**config.mk**
```make
export PLATFORM = sky130hd
export DESIGN_NAME = sobel_window_ctrl
export DESIGN_NICKNAME = d
export VERILOG_FILES = /design/src/rtl/sobel_window_ctrl.sv
export SDC_FILE = /design/constraint.sdc
export NUM_CORES = 2
export LEC_CHECK = 0
export BUFFER_PORTS_ARGS = -buffer_cell sky130_fd_sc_hd__buf_2
export CAP_MARGIN = 40
export CORE_ASPECT_RATIO = 0.8
export CORE_MARGIN = 3
export CORE_UTILIZATION = 50
export DETAILED_ROUTE_END_ITERATION = 12
export PLACE_DENSITY = 0.77
export SETUP_SLACK_MARGIN = 0.1
export SLEW_MARGIN = 20
export SYNTH_ARGS = -nofsm -noshare
export SYNTH_HDL_FRONTEND = slang
export SYNTH_SLANG_ARGS = --single-unit
```
**constraint.sdc**
```tcl
create_clock -name clk -period 23 [get_ports clk]
set_input_delay 4.6 -clock clk [delete_from_list [all_inputs] [get_ports clk]]
set_output_delay 4.6 -clock clk [all_outputs]
set_load 0.02 [all_outputs]
```
**src/rtl/sobel_window_ctrl.sv**
```systemverilog
// 5x5 window former for a raster-order Sobel stage: four line buffers plus a
// column shift window feed an external kernel, whose result is registered out.
//
// state   | meaning
// S_IDLE  | waiting for start; no pixels accepted
// S_RUN   | accepting pixels of the current frame
// S_DRAIN | last pixel taken; flushing pending window and output register
module sobel_window_ctrl #(
  parameter int IMG_W = 64,
  parameter int IMG_H = 64
) (
  input  logic         clk,
  input  logic         rst,
  input  logic         start,
  input  logic [7:0]   in_pixel,
  input  logic         in_valid,
  output logic         in_ready,
  output logic [199:0] window_out,
  input  logic [7:0]   kernel_pixel,
  output logic [7:0]   out_pixel,
  output logic         out_valid,
  input  logic         out_ready,
  output logic         busy,
  output logic         frame_done
);

  localparam int CW = $clog2(IMG_W);
  localparam int RW = $clog2(IMG_H);

  typedef enum logic [1:0] {S_IDLE, S_RUN, S_DRAIN} state_t;

  state_t          state, state_nxt;
  logic [CW-1:0]   col;
  logic [RW-1:0]   row;
  logic            win_pending;
  logic [7:0]      line_buf [4][IMG_W];
  logic [7:0]      win      [5][5];
  logic [7:0]      win_nxt  [5][5];
  logic [7:0]      new_col  [5];
  logic [199:0]    win_flat;
  logic            accept, last_pix, load_win, capture, col_last;

  assign accept   = in_valid && in_ready;
  assign col_last = (col == CW'(IMG_W - 1));
  assign last_pix = col_last && (row == RW'(IMG_H - 1));
  assign load_win = accept && (row >= RW'(4)) && (col >= CW'(4));
  assign capture  = win_pending && (!out_valid || out_ready);

  // line_buf[0] holds the row just above the current one, line_buf[3] the oldest
  always_comb begin
    new_col[0] = line_buf[3][col];
    new_col[1] = line_buf[2][col];
    new_col[2] = line_buf[1][col];
    new_col[3] = line_buf[0][col];
    new_col[4] = in_pixel;
  end

  always_comb begin
    win_flat = '0;
    for (int i = 0; i < 5; i++) begin
      for (int j = 0; j < 5; j++) begin
        win_nxt[i][j] = (j == 4) ? new_col[i] : win[i][j+1];
        win_flat[40*i + 8*j +: 8] = win_nxt[i][j];
      end
    end
  end

  // Pixel storage is deliberately unreset; windows only form after four fresh rows.
  always_ff @(posedge clk) begin
    if (accept) begin
      line_buf[0][col] <= in_pixel;
      line_buf[1][col] <= line_buf[0][col];
      line_buf[2][col] <= line_buf[1][col];
      line_buf[3][col] <= line_buf[2][col];
      for (int i = 0; i < 5; i++) begin
        for (int j = 0; j < 5; j++) begin
          win[i][j] <= win_nxt[i][j];
        end
      end
    end
  end

  always_ff @(posedge clk or posedge rst) begin
    if (rst) begin
      state       <= S_IDLE;
      row         <= '0;
      col         <= '0;
      win_pending <= 1'b0;
      window_out  <= '0;
      out_pixel   <= '0;
      out_valid   <= 1'b0;
    end else begin
      state <= state_nxt;

      if (state == S_IDLE && start) begin
        row <= '0;
        col <= '0;
      end else if (accept) begin
        if (col_last) begin
          col <= '0;
          row <= (row == RW'(IMG_H - 1)) ? '0 : row + RW'(1);
        end else begin
          col <= col + CW'(1);
        end
      end

      if (load_win) window_out <= win_flat;

      if (state == S_IDLE && start) win_pending <= 1'b0;
      else if (load_win)            win_pending <= 1'b1;
      else if (capture)             win_pending <= 1'b0;

      if (capture) begin
        out_pixel <= kernel_pixel;
        out_valid <= 1'b1;
      end else if (out_valid && out_ready) begin
        out_valid <= 1'b0;
      end
    end
  end

  always_comb begin
    state_nxt  = state;
    in_ready   = 1'b0;
    busy       = 1'b0;
    frame_done = 1'b0;
    case (state)
      S_IDLE: begin
        if (start) state_nxt = S_RUN;
      end
      S_RUN: begin
        busy     = 1'b1;
        in_ready = !(win_pending && out_valid && !out_ready);
        if (in_valid && in_ready && last_pix) state_nxt = S_DRAIN;
      end
      S_DRAIN: begin
        busy = 1'b1;
        if (!win_pending && !out_valid) begin
          frame_done = 1'b1;
          state_nxt  = S_IDLE;
        end
      end
      default: state_nxt = S_IDLE;
    endcase
  end

endmodule

```
==> results.ini <==
[synthesis]
ys_types = 79
syn_nets = 5187
async_reset_ff_share_pct = 9.21
synth_top_cell_by_area = edfxtp_1
synth-seq-cells = 2432
yosysMostFrequentCell = edfxtp_1
syn_inst = 5158
yosysTopAreaCellShare_pct = 71.6
synth_flop_cell = edfxtp_1
ys_seq_area_share_pct = 77.7
yosys-top-cells-area = edfxtp_1 72%, dfrtp_1 6.1%, mux2_2 4.3%
synth_edf_count = 2208
syn_avg_cell_area_um2 = 17.9
yosys_warnings = 0
synth_common_cells = 2208 x edfxtp_1, 353 x mux2_2, 290 x a221oi_1
synth.cell_area_um2 = 92600

[timing]
min_period_ps = 9870
setup_viol = 0
worst_pin_slew_ps = 1050
grt_setup_unrepaired = no
fin_crit_sh_pct = 42.9
finalClockSkew_ps = 54.1
finalHoldViolations = 0
fin_ws_ps = 13130
slew_violations = 0
fmax_mhz = 101
fin_hold_ws_ps = 428
slew_headroom_pct = 30.3
tns_ps = 0

[clocking]
htreeDepth = 4
cts_resized = 0
cts_setup_buffers = 0
cts_tree = done
cts-hold-fix-buffers = 0
cts_buffer_depth = 3
clkLatencyLatePin_ps = 860
cts-root-buf = clkbuf_16
clock_sinks = 2432
numCtsBuffers = 209
clk_pin_slew_ps = 60

[grt]
grt.busiest_layer = met2
grt_pass1_wl_um = 404000
met2_usage_pct = 42.3
grt_util_met3_pct = 11.9
antenna_found_initial = 20
grt_use_total_pct = 29.8
use_met1_pct = 38.9
grt_overflow = 0
grt_max_degree = 117
grt_pass1_vias = 53400

[routing]
vias_per_cell = 6.98
dr.pass1.iters = 10
postRouteWirelength_um = 289000
routedWlPerCell_um = 35.8
vias = 56300
drt_iter0_drc = 9671
ant_nets = 0
drc = 0

[run_status]
status = finished, final reports clean

[critical_path]
rr_startpoint = col[2]$_DFFE_PP0P_
arrival_ps = 5270
end_kind = primary output
r2r_end = line_buf[1][74]$_DFFE_PP_
worstSetupStartpointType = input port
reg2regPathDepth = 12
path_class = in -> out
crit_required_ps = 18400
r2r_slack_ps = 15970
crit_path_max_fanout = 4

[place]
place_congestion = 0.983
io_buffer_count = 232
pre_cts_ws_ps = 13150
dp_hpwl_um = 176000

[floorplanning]
core_area_um2 = 183000
dieArea_um2 = 190000
fp.dieH_um = 391
io_pins = 233
die_w_um = 487
num_rows = 140
start_util_pct = 50.6

[run]
timing.max_cap.violations = 0

[layout]
post-route-util_pct = 57.8
nFillCells = 12800
final_layout_size_suffix_gt1_share_pct = 23.2
final_nets = 5487
area_delta_synth_final_pct = 14.3

[pwr]
p_sw_share_pct = 38.9
p_leak_nw = 35.5
switchingPower_mw = 6.21
p_seq_share_pct = 41.5
ir_drop_uv = 246
comb_power_share_pct = 36.7
powerDensity_nw_per_um2 = 151
p_int_mw = 9.75
p_clk_share_pct = 21.8

[hold_path]
hp-class = reg -> reg
hold_depth = 0
worstHoldStart = win[4][6]$_DFFE_PP_
worstHoldEndpoint = win[4][14]$_DFFE_PP_

[metal layers]
metal	part of all wire, %	vias up
met3	17	963
met2	43	5289
met1	34	28000
li1	-	22000
met4	6.7	16
met5	0.087	-
[cell type report]
class / count / area, um2 / area share [%]
Inverter: 14 / 80.1 / 0.0757
Multi-Input combinational cell: 2316 / 19500 / 18.5
Antenna cell: 11 / 27.5 / 0.0260
Tap cell: 2414 / 3020 / 2.86
Sequential cell: 2432 / 71900 / 68.0
Timing Repair Buffer: 485 / 4530 / 4.28
Clock buffer: 269 / 5600 / 5.29
Clock inverter: 122 / 1080 / 1.02
[worst max path at each step]
stage | startpoint | end | slack (ps) | cells after the start
5_1_grt | out_ready | in_ready | 13110 | 4
6_report | out_ready | in_ready | 13130 | 4
3_3_place_gp | out_ready | in_ready | 13140 | 4
3_5_place_dp | out_ready | in_ready | 13150 | 4
4_1_cts | out_ready | in_ready | 13140 | 4
2_1_floorplan | out_ready | line_buf[0][100]$_DFFE_PP_ | 10260 | 6
[critical path: stages]
cell	delay [ps]
buf_2	100
nand3b_1	210
and2_1	200
buf_2	150
[placed cells by master, fill, tap and decap left out, types with 50 or more instances in the layout]
cell,instances
edfxtp_1,2208
mux2_2,353
a221oi_1,288
a22oi_1,285
buf_2,241
dfrtp_1,220
clkbuf_16,211
buf_4,145
mux2i_1,135
o22ai_1,107
a21oi_1,91
nor2_1,82
a22o_1,75
a221o_1,67
nor2_4,66
nand3b_1,66
o21ai_0,63
nand2_1,57
nor3_1,52
o221ai_1,52
clkinv_1,50
[metrics by stage]
step / total power [mW] / std cells / instance area [um2]
5_1_grt: 16.2 / 8053 / 106000
6_report: 16.0 / 8063 / 106000
4_1_cts: 15.6 / 8035 / 105000
3_3_place_gp: 11.9 / 7547 / 96800
3_5_place_dp: 12.2 / 7644 / 98700
2_1_floorplan: 9.34 / 5158 / 92600
[cells by family after synthesis]
kind of cell | Yosys count | synth area share (%)
AO/OA/AOI/OAI | 1234 | 10.4
XOR/XNOR | 4 | 0.0379
AND/OR/NAND/NOR | 550 | 3.26
buffers and inverters | 410 | 2.01
flip-flops | 2432 | 77.7
multiplexers | 520 | 6.49
adder cells (fa/ha/maj) | 8 | 0.108
[sequential cells by signal, summed over array words and instances (netlist names)]
| signal | count |
|---|---|
| state | 2 |
| win_pending | 1 |
| col | 6 |
| out_valid | 1 |
| win | 160 |
| window_out | 200 |
| out_pixel | 8 |
| row | 6 |
| line_buf | 2048 |
[power by group through the flow]
stage	combinational (mW)	sequential, mW	clock [mW]
5_1_grt	5.85	6.66	3.66
2_1_floorplan	2.51	6.83	0
4_1_cts	5.44	6.65	3.48
3_5_place_dp	5.42	6.74	0
6_report	5.85	6.63	3.48
3_3_place_gp	5.10	6.75	0
(Power assumes the default switching activity.)
